==> config.mk <==
export PLATFORM = sky130hd
export DESIGN_NAME = seg_display_monitor
export DESIGN_NICKNAME = d
export VERILOG_FILES = /design/src/rtl/comp_pkg.sv /design/src/rtl/seg7_decode.sv /design/src/rtl/seg_display_monitor.sv
export SDC_FILE = /design/constraint.sdc
export NUM_CORES = 1
export LEC_CHECK = 0
export ABC_AREA = 1
export CAP_MARGIN = 20
export CORE_ASPECT_RATIO = 1.75
export CORE_MARGIN = 2
export CORE_UTILIZATION = 64
export CTS_BUF_LIST = sky130_fd_sc_hd__clkbuf_8
export CTS_CLUSTER_SIZE = 10
export DETAILED_ROUTE_END_ITERATION = 8
export PLACE_DENSITY = 0.89
export SYNTH_ARGS = -nofsm -noshare
export SYNTH_HDL_FRONTEND = slang
export SYNTH_SLANG_ARGS = --single-unit
==> constraint.sdc <==
create_clock -name Clock -period 6.7 [get_ports Clock]
set_input_delay 1.34 -clock Clock [delete_from_list [all_inputs] [get_ports Clock]]
set_output_delay 1.34 -clock Clock [all_outputs]
set_load 0.01 [all_outputs]
==> src/rtl/comp_pkg.sv <==
// rtl/comp_pkg.sv - shared types and segment patterns for the 7-segment display monitor
package comp_pkg;

  typedef enum logic [3:0] {
    D0 = 4'h0, D1 = 4'h1, D2 = 4'h2, D3 = 4'h3, D4 = 4'h4,
    D5 = 4'h5, D6 = 4'h6, D7 = 4'h7, D8 = 4'h8, D9 = 4'h9,
    DASH = 4'hA, BLANK = 4'hB, INVALID = 4'hF
  } digitCode_e;

  typedef enum logic [1:0] {
    IDLE   = 2'd0,
    SETTLE = 2'd1,
    HOLD   = 2'd2
  } monState_e;

  // Bit order is {A,B,C,D,E,F,G}
  localparam logic [6:0] SEG_0     = 7'b1111110;
  localparam logic [6:0] SEG_1     = 7'b0110000;
  localparam logic [6:0] SEG_2     = 7'b1101101;
  localparam logic [6:0] SEG_3     = 7'b1111001;
  localparam logic [6:0] SEG_4     = 7'b0110011;
  localparam logic [6:0] SEG_5     = 7'b1011011;
  localparam logic [6:0] SEG_6     = 7'b1011111;
  localparam logic [6:0] SEG_7     = 7'b1110000;
  localparam logic [6:0] SEG_8     = 7'b1111111;
  localparam logic [6:0] SEG_9     = 7'b1111011;
  localparam logic [6:0] SEG_DASH  = 7'b0000001;
  localparam logic [6:0] SEG_BLANK = 7'b0000000;

  function automatic logic oneLow(input logic [3:0] nSel);
    return ($countones(~nSel) == 1);
  endfunction

endpackage

==> src/rtl/seg7_decode.sv <==
// rtl/seg7_decode.sv - combinational segment pattern to digit code decoder
module seg7_decode
  import comp_pkg::*;
(
  input  logic [6:0] pattern,
  output digitCode_e code
);

  always_comb begin
    case (pattern)
      SEG_0:     code = D0;
      SEG_1:     code = D1;
      SEG_2:     code = D2;
      SEG_3:     code = D3;
      SEG_4:     code = D4;
      SEG_5:     code = D5;
      SEG_6:     code = D6;
      SEG_7:     code = D7;
      SEG_8:     code = D8;
      SEG_9:     code = D9;
      SEG_DASH:  code = DASH;
      SEG_BLANK: code = BLANK;
      default:   code = INVALID;
    endcase
  end

endmodule

==> src/rtl/seg_display_monitor.sv <==
// rtl/seg_display_monitor.sv - samples a multiplexed 4-digit 7-segment drive and publishes decoded frames
module seg_display_monitor
  import comp_pkg::*;
#(
  parameter int SETTLE_CYCLES = 4,
  parameter int STALL_CYCLES  = 65535
) (
  input  logic        Clock,
  input  logic        nReset,
  input  logic        SegA,
  input  logic        SegB,
  input  logic        SegC,
  input  logic        SegD,
  input  logic        SegE,
  input  logic        SegF,
  input  logic        SegG,
  input  logic        DP,
  input  logic [3:0]  nDigit,
  output logic [15:0] Digits,
  output logic [3:0]  DPs,
  output logic        FrameValid,
  output logic        FrameError,
  output logic        Stalled
);

  localparam int SW = $clog2(SETTLE_CYCLES + 1);
  localparam int TW = $clog2(STALL_CYCLES + 1);
  localparam logic [SW-1:0] SETTLE_LAST = SW'(SETTLE_CYCLES - 1);
  localparam logic [TW-1:0] STALL_MAX   = TW'(STALL_CYCLES);

  logic [6:0]  pattern;
  logic [7:0]  inputs;
  logic [7:0]  prevInputs;
  digitCode_e  code;
  monState_e   state;
  logic [SW-1:0] settleCnt;
  logic [TW-1:0] stallCnt;
  logic [3:0]  selLatched;
  logic [3:0]  mask;
  logic [15:0] slotCodes;
  logic [3:0]  slotDps;
  logic [1:0]  selIdx;
  logic        selValid;
  logic        stable;
  logic        capture;
  logic        anyInvalid;

  assign pattern  = {SegA, SegB, SegC, SegD, SegE, SegF, SegG};
  assign inputs   = {pattern, DP};
  assign selValid = oneLow(nDigit);
  assign stable   = (nDigit == selLatched) && (inputs == prevInputs);
  // Capture on the edge where the stable run would reach SETTLE_CYCLES
  assign capture  = (state == SETTLE) && stable && (settleCnt >= SETTLE_LAST);

  seg7_decode uDecode (
    .pattern(pattern),
    .code   (code)
  );

  always_comb begin
    selIdx = 2'd0;
    case (selLatched)
      4'b1110: selIdx = 2'd0;
      4'b1101: selIdx = 2'd1;
      4'b1011: selIdx = 2'd2;
      4'b0111: selIdx = 2'd3;
      default: selIdx = 2'd0;
    endcase
  end

  always_comb begin
    anyInvalid = 1'b0;
    for (int i = 0; i < 4; i++) begin
      if (slotCodes[4*i +: 4] == INVALID) anyInvalid = 1'b1;
    end
  end

  always_ff @(posedge Clock) begin
    if (!nReset) begin
      state      <= IDLE;
      settleCnt  <= '0;
      stallCnt   <= '0;
      selLatched <= 4'hF;
      prevInputs <= '0;
      mask       <= '0;
      slotCodes  <= '0;
      slotDps    <= '0;
      Digits     <= 16'hBBBB;
      DPs        <= '0;
      FrameValid <= 1'b0;
      FrameError <= 1'b0;
      Stalled    <= 1'b0;
    end else begin
      prevInputs <= inputs;
      FrameValid <= 1'b0;

      // A full mask publishes one cycle after the completing capture
      if (mask == 4'hF) begin
        Digits     <= slotCodes;
        DPs        <= slotDps;
        FrameError <= anyInvalid;
        FrameValid <= 1'b1;
        mask       <= '0;
        slotCodes  <= '0;
        slotDps    <= '0;
      end

      case (state)
        IDLE: begin
          if (selValid) begin
            state      <= SETTLE;
            settleCnt  <= SW'(1);
            selLatched <= nDigit;
          end
        end
        SETTLE: begin
          if (capture) begin
            state                        <= HOLD;
            settleCnt                    <= '0;
            slotCodes[{selIdx, 2'b00} +: 4] <= code;
            slotDps[selIdx]              <= DP;
            mask[selIdx]                 <= 1'b1;
          end else if (stable) begin
            settleCnt <= settleCnt + SW'(1);
          end else if (selValid) begin
            settleCnt  <= SW'(1);
            selLatched <= nDigit;
          end else begin
            state     <= IDLE;
            settleCnt <= '0;
          end
        end
        HOLD: begin
          if (nDigit != selLatched) begin
            if (selValid) begin
              state      <= SETTLE;
              settleCnt  <= SW'(1);
              selLatched <= nDigit;
            end else begin
              state <= IDLE;
            end
          end
        end
        default: state <= IDLE;
      endcase

      Stalled <= (stallCnt == STALL_MAX);
      if (capture)                  stallCnt <= '0;
      else if (stallCnt != STALL_MAX) stallCnt <= stallCnt + TW'(1);
    end
  end

endmodule
==> reports/metrics.cfg, run 1 <==
[outcome]
run_status=completed

[grt]
grt_max_degree=40
grt_first_pass_wirelength_um=14800
grt_pass1_vias=3553
gr-usage-all-layers=0.277
grt_overflow=0
antenna_found_initial=0

[synth]
synth_area_per_cell_sq_um=6.88
synthDistinctLibCells=32
yosys.area.top_type=sky130_fd_sc_hd__dfxtp_1
synth-warning-count=0
synthCells=574
synthDominantCellAreaShare=0.405
syn-num-nets=601
synth_area_leaders=sky130_fd_sc_hd__dfxtp_1, sky130_fd_sc_hd__nand2_1, sky130_fd_sc_hd__nor2_1
count_of_state_elements_after_synthesis=80
netlist_area_sq_mm=0.00395
yosysSeqAreaShare=0.405

[die]
initial_core_util=0.667
floorplan.die_area_sq_mm=0.00684
die_w_um=63.4
fp.dieH_um=108
ios=37
fp-row-count=37
design.core.area_sq_mm=0.00593

[layout]
syn_to_final_growth_pct=14.7
ant_diodes=0
final_net_count=636
final_layout_size_suffix_gt1_frac=0.0506

[critical_path]
worst_setup_start_kind=input port
crit_path_cell_trace=clkdlybuf4s50_1 > fa_1 > inv_1 > ha_1 > ha_1 > nor3_1 > nand2_1 > a21oi_1 > o21ai_2 > nand2_1 > o211ai_1
crit_path_slowest_cell=sky130_fd_sc_hd__fa_1
path_buf_inv=2
critical_path_required_ps=6920
crit_fanout=8
timing.critical_path.slowest_cell_delay_ps=550
critical_path_arrival_ps=4020
setup.worst_path.end_class=register
critical_path_type=input port to register
critPathTopFamily=adder cells

[route]
final_antenna_net_count=0
route.detailed.drc=0
wl_met3_um=337
met2_wirelength_um=5140
drt_first_iter_violations=202
drt_pass1_iterations=5
drt-met1-wl_um=3360
detail_route.wl_per_cell_um=13.1
routed_wirelength_um=9080
route.top_layer_used=met4
vias=3741
routed_via_density=5.41

[clock_network]
number_of_buffers_inserted_during_clock_tree_synthesis=9
cts.htree.levels=3
cts_buffer_depth=2
cts_sinks=80
cts_repair_resized_insts=0
insertion_delay_ps=360
clk_pin_slew_ps=80
cts_root_buf=sky130_fd_sc_hd__clkbuf_8
cts_tree=built
post-cts-setup-buffer-count=0
postCtsHoldBufs=0

[sta]
post-route-worst-setup-slack_ps=2910
tightestPinTransition_ps=881
hold_violations=0
worst_rel_slew_slack=0.412
rsz0062_at_grt=no
max_freq_mhz=264
report.final.setup_viol=0
layout_worst_path_cycle_share=0.566
maxSlewViolCount=0
worst_clock_skew_ps=7.70
totalNegativeSetupSlack_ps=0
fin_crit_ps=3790

[placement]
gpl.final_weighted_congestion=1.01
portBuffers=36
placement.setup.worst_slack_ps=2580
detailed_place_hpwl_um=6720

[pwr]
netSwitchingFraction=0.297
vdd_drop_max_mv=0.171
power.switching_w=0.000290
clock_power_share=0.329
combinationalPowerShare=0.159
leakage_nw=1.97
power_density_mw_per_mm2=215
intPower_w=0.000687
seq_power_share=0.511

[hold_path]
hold_path.class=register to register

[flow_run]
maxCapViolCount=0

-- synthesized netlist by cell type --
cell type / n
sky130_fd_sc_hd__nand2_1: 147
sky130_fd_sc_hd__nor2_1: 82
sky130_fd_sc_hd__dfxtp_1: 80
sky130_fd_sc_hd__inv_1: 78
sky130_fd_sc_hd__a21oi_1: 38
sky130_fd_sc_hd__nand3_1: 27
sky130_fd_sc_hd__o21ai_0: 17
sky130_fd_sc_hd__o211ai_1: 14
sky130_fd_sc_hd__clkbuf_1: 12
sky130_fd_sc_hd__ha_1: 12
sky130_fd_sc_hd__nor3_1: 12
sky130_fd_sc_hd__nand4_1: 11
sky130_fd_sc_hd__xnor2_1: 7
sky130_fd_sc_hd__nor2_2: 5
sky130_fd_sc_hd__xor2_1: 4
sky130_fd_sc_hd__a31oi_1: 3
sky130_fd_sc_hd__nor4_1: 3
sky130_fd_sc_hd__o31ai_1: 3
sky130_fd_sc_hd__a41oi_1: 2
sky130_fd_sc_hd__clkinv_1: 2
sky130_fd_sc_hd__inv_2: 2
sky130_fd_sc_hd__nor3_4: 2
sky130_fd_sc_hd__or2_2: 2
sky130_fd_sc_hd__a211oi_1: 1
sky130_fd_sc_hd__buf_4: 1
sky130_fd_sc_hd__buf_6: 1
sky130_fd_sc_hd__fa_1: 1
sky130_fd_sc_hd__nand2_2: 1
sky130_fd_sc_hd__nand4_2: 1
sky130_fd_sc_hd__nor2_4: 1
sky130_fd_sc_hd__o21ai_2: 1
sky130_fd_sc_hd__o21bai_1: 1
-- placed cells by master, fill, tap and decap left out, drive strengths merged --
cell type / count
nand2: 148
nor2: 88
inv: 81
dfxtp: 80
a21oi: 38
clkdlybuf4s50: 36
nand3: 27
o21ai: 18
o211ai: 14
nor3: 14
ha: 12
nand4: 12
clkbuf: 11
xnor2: 7
xor2: 4
clkinv: 4
nor4: 3
a31oi: 3
o31ai: 3
or2: 2
a41oi: 2
buf: 2
o21bai: 1
a211oi: 1
fa: 1
clkinvlp: 1
-- stage by stage --
step	total power (W)	hold WS, ps	cells	utilization	instance area, sq um
after CTS	0.000977	458	691	0.765	4530
final	0.000977	459	691	0.765	4530
after global placement	0.000655	437	676	0.736	4360
after global routing	0.00102	487	691	0.765	4530
after floorplan	0.000621	430	574	-	3950
after detailed placement	0.000663	446	676	0.736	4360
-- per-layer routing --
layer / up-vias / track usage
met5: - / 0
met4: 0 / 0.138
met3: 21 / 0.0572
met2: 112 / 0.552
met1: 1713 / 0.258
li1: 1895 / -
-- power groups by stage --
stage	Sequential, W	Combinational [W]	Clock, W
5_1_grt	0.000501	0.000177	0.000339
4_1_cts	0.000499	0.000154	0.000324
6_report	0.000499	0.000156	0.000321
3_5_place_dp	0.000510	0.000153	0
2_1_floorplan	0.000507	0.000114	0
3_3_place_gp	0.000509	0.000146	0
-- path summary, 6_finish.rpt --
path	startpoint	end	slack (ps)	cells after the start
setup / recovery	nDigit[0]	selLatched[1]$_SDFFE_PN1P_	2910	11
hold / removal	slotDps[1]$_SDFF_PN0_	DPs[1]$_SDFFE_PN0P_	460	2
setup reg to reg	selLatched[0]$_SDFFE_PN1P_	slotCodes[0]$_SDFF_PN0_	3870	7
hold reg to reg	slotDps[1]$_SDFF_PN0_	DPs[1]$_SDFFE_PN0P_	460	2
-- layout make-up --
class                   instances  area, sq um
multi-input cells             398         1980
inverters                      82          308
flip-flops and latches         80         1600
clock inverters                 4         21.3
fillers                       501         1390
clock buffers                  11          151
well taps                      78         97.6
repair buffers                 38          375
-- registers in the layout, summed over array words and instances (netlist names) --
| signal | count |
|---|---|
| Stalled | 1 |
| selLatched | 4 |
| settleCnt | 3 |
| FrameError | 1 |
| stallCnt | 16 |
| Digits | 16 |
| FrameValid | 1 |
| state | 2 |
| prevInputs | 8 |
| mask | 4 |
| slotCodes | 16 |
| slotDps | 4 |
| DPs | 4 |
-- cell families (layout without fill, tap and decap cells) --
family	after synthesis	after routing	synth area share
and+or+nand+nor	294	294	0.316
buffers and inverters	96	135	0.0940
AOI/OAI and AO/OA	80	80	0.117
DFF	80	80	0.405
adders and majority gates	13	13	0.0431
xor gates and xnor gates	11	11	0.0244
-- worst register-to-register path: cells and delay by family (launching register included) --
| family | cells | cell delay, ps |
|---|---|---|
| flip-flops | 1 | 420 |
| buffers and inverters | 1 | 310 |
| adder cells (fa/ha/maj) | 1 | 410 |
| AO/OA/AOI/OAI | 2 | 890 |
| AND/OR/NAND/NOR | 3 | 710 |
Note: power is estimated with default switching activity, not from simulation.
==> inputs of run 2 (changes only) <==
- CORE_UTILIZATION: 64 -> 54
- PLACE_DENSITY: 0.89 -> 0.8
- clock period: 6.7 -> 3.3 ns (I/O delays scaled with it)
==> reports/metrics.cfg, run 2 (same netlist as run 1, synthesis figures left out) <==
[sta]
post-route-worst-setup-slack_ps=369
max_freq_mhz=341
worst_clock_skew_ps=9.41
min_hold_slack_ps=468
layout_worst_path_cycle_share=0.888
worst_rel_slew_slack=0.621
hold_violations=0
maxSlewViolCount=0
fin_crit_ps=2930
rsz0062_at_grt=no
tightestPinTransition_ps=567
report.final.setup_viol=0

[pwr]
power_density_mw_per_mm2=458
leakage_nw=2.03
vdd_drop_max_mv=0.272

[die]
initial_core_util=0.554
ios=37
fp.dieH_um=117
design.core.area_sq_mm=0.00713
floorplan.die_area_sq_mm=0.00804
fp-row-count=41
die_w_um=68.7

[layout]
fill_cells=632
final_layout_size_suffix_gt1_frac=0.0596
reg_top3=Digits x16, slotCodes x16, stallCnt x16
syn_to_final_growth_pct=17.4
layout_common_cells=sky130_fd_sc_hd__nand2_1, sky130_fd_sc_hd__nor2_1, sky130_fd_sc_hd__inv_1, sky130_fd_sc_hd__dfxtp_1, sky130_fd_sc_hd__a21oi_1
final_net_count=643
ant_diodes=0
layout.cells.most_common=sky130_fd_sc_hd__nand2_1

[critical_path]
crit_path_slowest_cell=sky130_fd_sc_hd__fa_1
crit_path_cell_trace=clkdlybuf4s50_1 > fa_1 > inv_1 > ha_1 > ha_1 > nor3_1 > nand2_1 > a21oi_1 > nor2_1 > a31oi_1 > nor2_1
worst_setup_start_kind=input port
r2r_start=selLatched[0]$_SDFFE_PN1P_
critical_path_type=input port to register
regToRegSetupSlack_ps=1100
r2r-end=slotCodes[2]$_SDFF_PN0_
critical_path_arrival_ps=3190
timing.critical_path.slowest_cell_delay_ps=550
setup.worst_path.end_class=register
worst-r2r-cell-count=8
critical_path_required_ps=3550
crit_fanout=4

[clock_network]
insertion_delay_ps=360
clk_pin_slew_ps=70
number_of_buffers_inserted_during_clock_tree_synthesis=9
post-cts-setup-buffer-count=0
cts_sinks=80
cts.htree.levels=3
cts_root_buf=sky130_fd_sc_hd__clkbuf_8
postCtsHoldBufs=0
cts_repair_resized_insts=0
cts_buffer_depth=2
cts_tree=built

[hold_path]
worst_hold_path.num_cells=2
holdCritStartpoint=slotDps[0]$_SDFF_PN0_
timing.hold.worst_endpoint=DPs[0]$_SDFFE_PN0P_
hold_path.class=register to register

[route]
route.detailed.drc=0
drt_first_iter_violations=208
routed_wirelength_um=8490
detail_route.wl_per_cell_um=12.0
routed_via_density=5.19
final_antenna_net_count=0
vias=3667
drt_pass1_iterations=4

[grt]
grt_pass1_vias=3389
grt_max_degree=39
gr-usage-all-layers=0.236
grt_first_pass_wirelength_um=14200
grt_overflow=0
antenna_found_initial=0

[placement]
portBuffers=36
gpl.final_weighted_congestion=0.965
placement.setup.worst_slack_ps=-0.0948
detailed_place_hpwl_um=6300

[outcome]
run_status=completed

[flow_run]
maxCapViolCount=0

## run 2: changes by cell type in the layout (fill, tap and decap cells not counted), sizes merged
cell,previous run,this run
bufinv,0,2
clkbuf,11,10
inv,81,83
clkinv,4,3
buf,2,9
clkinvlp,1,0
## run 2: power by group
group	switching, W	total (W)	internal, W	leakage, nW
registers	0.0000239	0.00101	0.000989	0.649
logic	0.000213	0.000326	0.000113	1.26
clock network	0.000347	0.000785	0.000437	0.120
## run 2: layer usage
layer	track usage	up-vias	part of all wire
met5	0	-	0
met4	0.124	0	0.031
met3	0.0583	19	0.028
met2	0.423	69	0.53
met1	0.242	1673	0.41
li1	-	1906	-
## run 2: layout make-up
| cell class | instances | area (sq um) | area share |
|---|---|---|---|
| inverter | 82 | 308 | 0.0664 |
| clock buffer | 10 | 138 | 0.0297 |
| sequential | 80 | 1600 | 0.345 |
| tap | 86 | 108 | 0.0232 |
| clock inverter | 6 | 76.3 | 0.0165 |
| timing repair buffer | 45 | 428 | 0.0923 |
| multi-input combinational | 398 | 1980 | 0.427 |
## run 2: critical path: cells and delay by family
family / cells / cell delay, ps
adders and majority gates: 3 / 990
and+or+nand+nor: 4 / 550
buffers and inverters: 2 / 510
AOI/OAI and AO/OA: 2 / 450
## run 2: metrics by stage
step	util	cell area, sq um	std cells	power (W)	setup TNS [ps]
2_1_floorplan	-	3950	574	0.00126	0
3_3_place_gp	0.620	4420	691	0.00135	0
3_5_place_dp	0.620	4420	691	0.00136	-0.0948
4_1_cts	0.650	4640	707	0.00214	0
5_1_grt	0.650	4640	707	0.00223	0
6_report	0.650	4640	707	0.00212	0
## run 2: worst max path at each step
| stage | from | endpoint | depth (start not counted) | slack, ps |
|---|---|---|---|---|
| floorplan | nDigit[0] | settleCnt[1]$_SDFFE_PN0P_ | 10 | 580 |
| global placement | nDigit[0] | settleCnt[1]$_SDFFE_PN0P_ | 11 | 100 |
| detailed placement | nDigit[0] | selLatched[3]$_SDFFE_PN1P_ | 11 | -0.09 |
| CTS | nDigit[0] | settleCnt[1]$_SDFFE_PN0P_ | 11 | 390 |
| global route | nDigit[0] | selLatched[3]$_SDFFE_PN1P_ | 11 | 160 |
| finish | nDigit[0] | settleCnt[1]$_SDFFE_PN0P_ | 11 | 370 |
==> inputs of run 3 (changes only) <==
- ABC_AREA: 1 -> not set
- CORE_UTILIZATION: 54 -> 50
- PLACE_DENSITY: 0.8 -> 0.75
==> reports/metrics.cfg, run 3 <==
[route]
detail_route.wl_per_cell_um=13.7
routed_via_density=5.55
vias=3053
route.detailed.drc=0
drt_pass1_iterations=4
final_antenna_net_count=0
drt_first_iter_violations=112
routed_wirelength_um=7540

[sta]
max_freq_mhz=372
worst_rel_slew_slack=0.571
min_hold_slack_ps=459
hold_violations=0
report.final.setup_viol=0
tightestPinTransition_ps=644
post-route-worst-setup-slack_ps=614
rsz0062_at_grt=no
worst_clock_skew_ps=12.7
fin_crit_ps=2690
layout_worst_path_cycle_share=0.814
maxSlewViolCount=0
totalNegativeSetupSlack_ps=0

[synth]
ys.flop_type=sky130_fd_sc_hd__dfxtp_1
synth-warning-count=0
async_reset_ff_frac=0
top_cells_by_count_synth=sky130_fd_sc_hd__dfxtp_1, sky130_fd_sc_hd__nand2_1, sky130_fd_sc_hd__nor2_1, sky130_fd_sc_hd__nand3_1, sky130_fd_sc_hd__a21oi_1
synthCells=427
synthDominantCellAreaShare=0.434
synthDistinctLibCells=57
synthAdderAreaFrac=0.0461
combinational_family_with_the_most_area_after_synthesis=simple AND/OR/NAND/NOR gates
yosys.area.top_type=sky130_fd_sc_hd__dfxtp_1
synth_compound_gate_area_share=0.133
synth.most_common_cell=sky130_fd_sc_hd__dfxtp_1
yosysSeqAreaShare=0.434
synth_area_leaders=sky130_fd_sc_hd__dfxtp_1, sky130_fd_sc_hd__nand2_1, sky130_fd_sc_hd__ha_1
synth_area_per_cell_sq_um=8.64
netlist_area_sq_mm=0.00369
synth_edf_count=0
synth_mux_area_frac=0.0109
syn-num-nets=454
count_of_state_elements_after_synthesis=80
xor_xnor_fraction_of_synth_area=0.0617
synth_simple_gate_area_share=0.271

[critical_path]
critical_path_arrival_ps=2950
crit_fanout=4
critical_path_type=input port to register
setup.worst_path.end_class=register
critical_path_required_ps=3560
worst_setup_start_kind=input port

[die]
initial_core_util=0.514
floorplan.die_area_sq_mm=0.00811
design.core.area_sq_mm=0.00718
ios=37
fp-row-count=41
die_w_um=68.9
fp.dieH_um=118

[clock_network]
cts_repair_resized_insts=0
post-cts-setup-buffer-count=0
cts_buffer_depth=2
clk_pin_slew_ps=70
number_of_buffers_inserted_during_clock_tree_synthesis=9
cts_tree=built
cts.htree.levels=3
postCtsHoldBufs=0
cts_root_buf=sky130_fd_sc_hd__clkbuf_8
cts_sinks=80
insertion_delay_ps=360

[pwr]
power.switching_w=0.000494
leakage_nw=1.75
intPower_w=0.00149
combinationalPowerShare=0.121
netSwitchingFraction=0.250
power_density_mw_per_mm2=458
vdd_drop_max_mv=0.553
seq_power_share=0.508
clock_power_share=0.371

[layout]
share_of_the_core_filled_with_cells_in_the_final_layout=0.602
ant_diodes=0
final_layout_size_suffix_gt1_frac=0.0711
reg_top3=Digits x16, slotCodes x16, stallCnt x16
layout_common_cells=sky130_fd_sc_hd__dfxtp_1, sky130_fd_sc_hd__nand2_1, sky130_fd_sc_hd__clkdlybuf4s50_1, sky130_fd_sc_hd__nor2_1, sky130_fd_sc_hd__nand3_1
layout.cell_area.non_filler_sq_mm=0.00432
final_net_count=488
layout.cells.most_common=sky130_fd_sc_hd__dfxtp_1
syn_to_final_growth_pct=17.2

[grt]
gr-usage-all-layers=0.207
grt_first_pass_wirelength_um=12900
antenna_found_initial=0
grt_max_degree=33
grt_pass1_vias=2855
grt_overflow=0

[flow_run]
maxCapViolCount=0

[placement]
postPlaceCellArea_sq_mm=0.00412
gpl.final_weighted_congestion=0.870
detailed_place_hpwl_um=5580
portBuffers=36
placement.setup.worst_slack_ps=260

[hold_path]
hold_path.class=register to register

[outcome]
run_status=completed

run 3: changes by cell type in the layout (fill, tap and decap cells not counted), moves of 8 or more:
cell,before,now
sky130_fd_sc_hd__xor2_1,4,12
sky130_fd_sc_hd__nand2_1,147,74
sky130_fd_sc_hd__and2_1,0,8
sky130_fd_sc_hd__a22o_1,0,9
sky130_fd_sc_hd__o211ai_1,14,1
sky130_fd_sc_hd__a21oi_1,38,20
sky130_fd_sc_hd__nor2_1,82,31
sky130_fd_sc_hd__inv_1,81,14
run 3: worst paths after layout:
| check | start | end | slack, ps | cells after the start |
|---|---|---|---|---|
| worst max-delay path | nDigit[0] | state[0]$_SDFFE_PN0P_ | 610 | 10 |
| worst min-delay path | Digits[6]$_SDFFE_PN0P_ | Digits[6]$_SDFFE_PN0P_ | 460 | 2 |
| worst max register to register | selLatched[3]$_SDFFE_PN1P_ | slotCodes[7]$_SDFF_PN0_ | 1200 | 8 |
| worst min register to register | Digits[6]$_SDFFE_PN0P_ | Digits[6]$_SDFFE_PN0P_ | 460 | 2 |
run 3: power by group through the flow:
stage | combinational, W | clock (W) | sequential, W
final | 0.000240 | 0.000736 | 0.00101
after global routing | 0.000270 | 0.000800 | 0.00101
after CTS | 0.000240 | 0.000759 | 0.00101
after detailed placement | 0.000238 | 0 | 0.00103
after global placement | 0.000231 | 0 | 0.00103
after floorplan | 0.000176 | 0 | 0.00102
run 3: layout make-up:
| class | instances | area (sq um) |
|---|---|---|
| fill | 663 | 2860 |
| multi-input combinational | 311 | 1930 |
| sequential | 80 | 1600 |
| timing repair buffer | 45 | 428 |
| clock buffer | 12 | 165 |
| tap | 86 | 108 |
| inverter | 14 | 52.6 |
| clock inverter | 2 | 38.8 |
run 3: kinds of logic after synthesis:
kind of cell | Yosys count
and+or+nand+nor | 197
DFF | 80
AOI/OAI and AO/OA | 71
buffers and inverters | 36
xor gates and xnor gates | 26
adders and majority gates | 13
muxes | 4
run 3: metal layers:
metal / global-route usage / routed length (um) / part of all wire
met1: 0.229 / 3090 / 0.41
met2: 0.360 / 4090 / 0.54
met3: 0.0488 / 189 / 0.025
met4: 0.0846 / 184 / 0.024
met5: 0 / 0 / 0
run 3: stage by stage:
| stage | instances | total power [W] |
|---|---|---|
| 6_report | 550 | 0.00198 |
| 3_3_place_gp | 536 | 0.00126 |
| 4_1_cts | 550 | 0.00200 |
| 2_1_floorplan | 427 | 0.00120 |
| 3_5_place_dp | 536 | 0.00127 |
| 5_1_grt | 550 | 0.00208 |
run 3: critical path, stage by stage:
cell and delay (ps):
sky130_fd_sc_hd__clkdlybuf4s50_1 480, sky130_fd_sc_hd__fa_1 560, sky130_fd_sc_hd__inv_1 40, sky130_fd_sc_hd__ha_1 170, sky130_fd_sc_hd__ha_1 270, sky130_fd_sc_hd__nor2_1 140
sky130_fd_sc_hd__nand2_1 130, sky130_fd_sc_hd__o31ai_1 220, sky130_fd_sc_hd__nand2_1 80, sky130_fd_sc_hd__a311oi_1 210
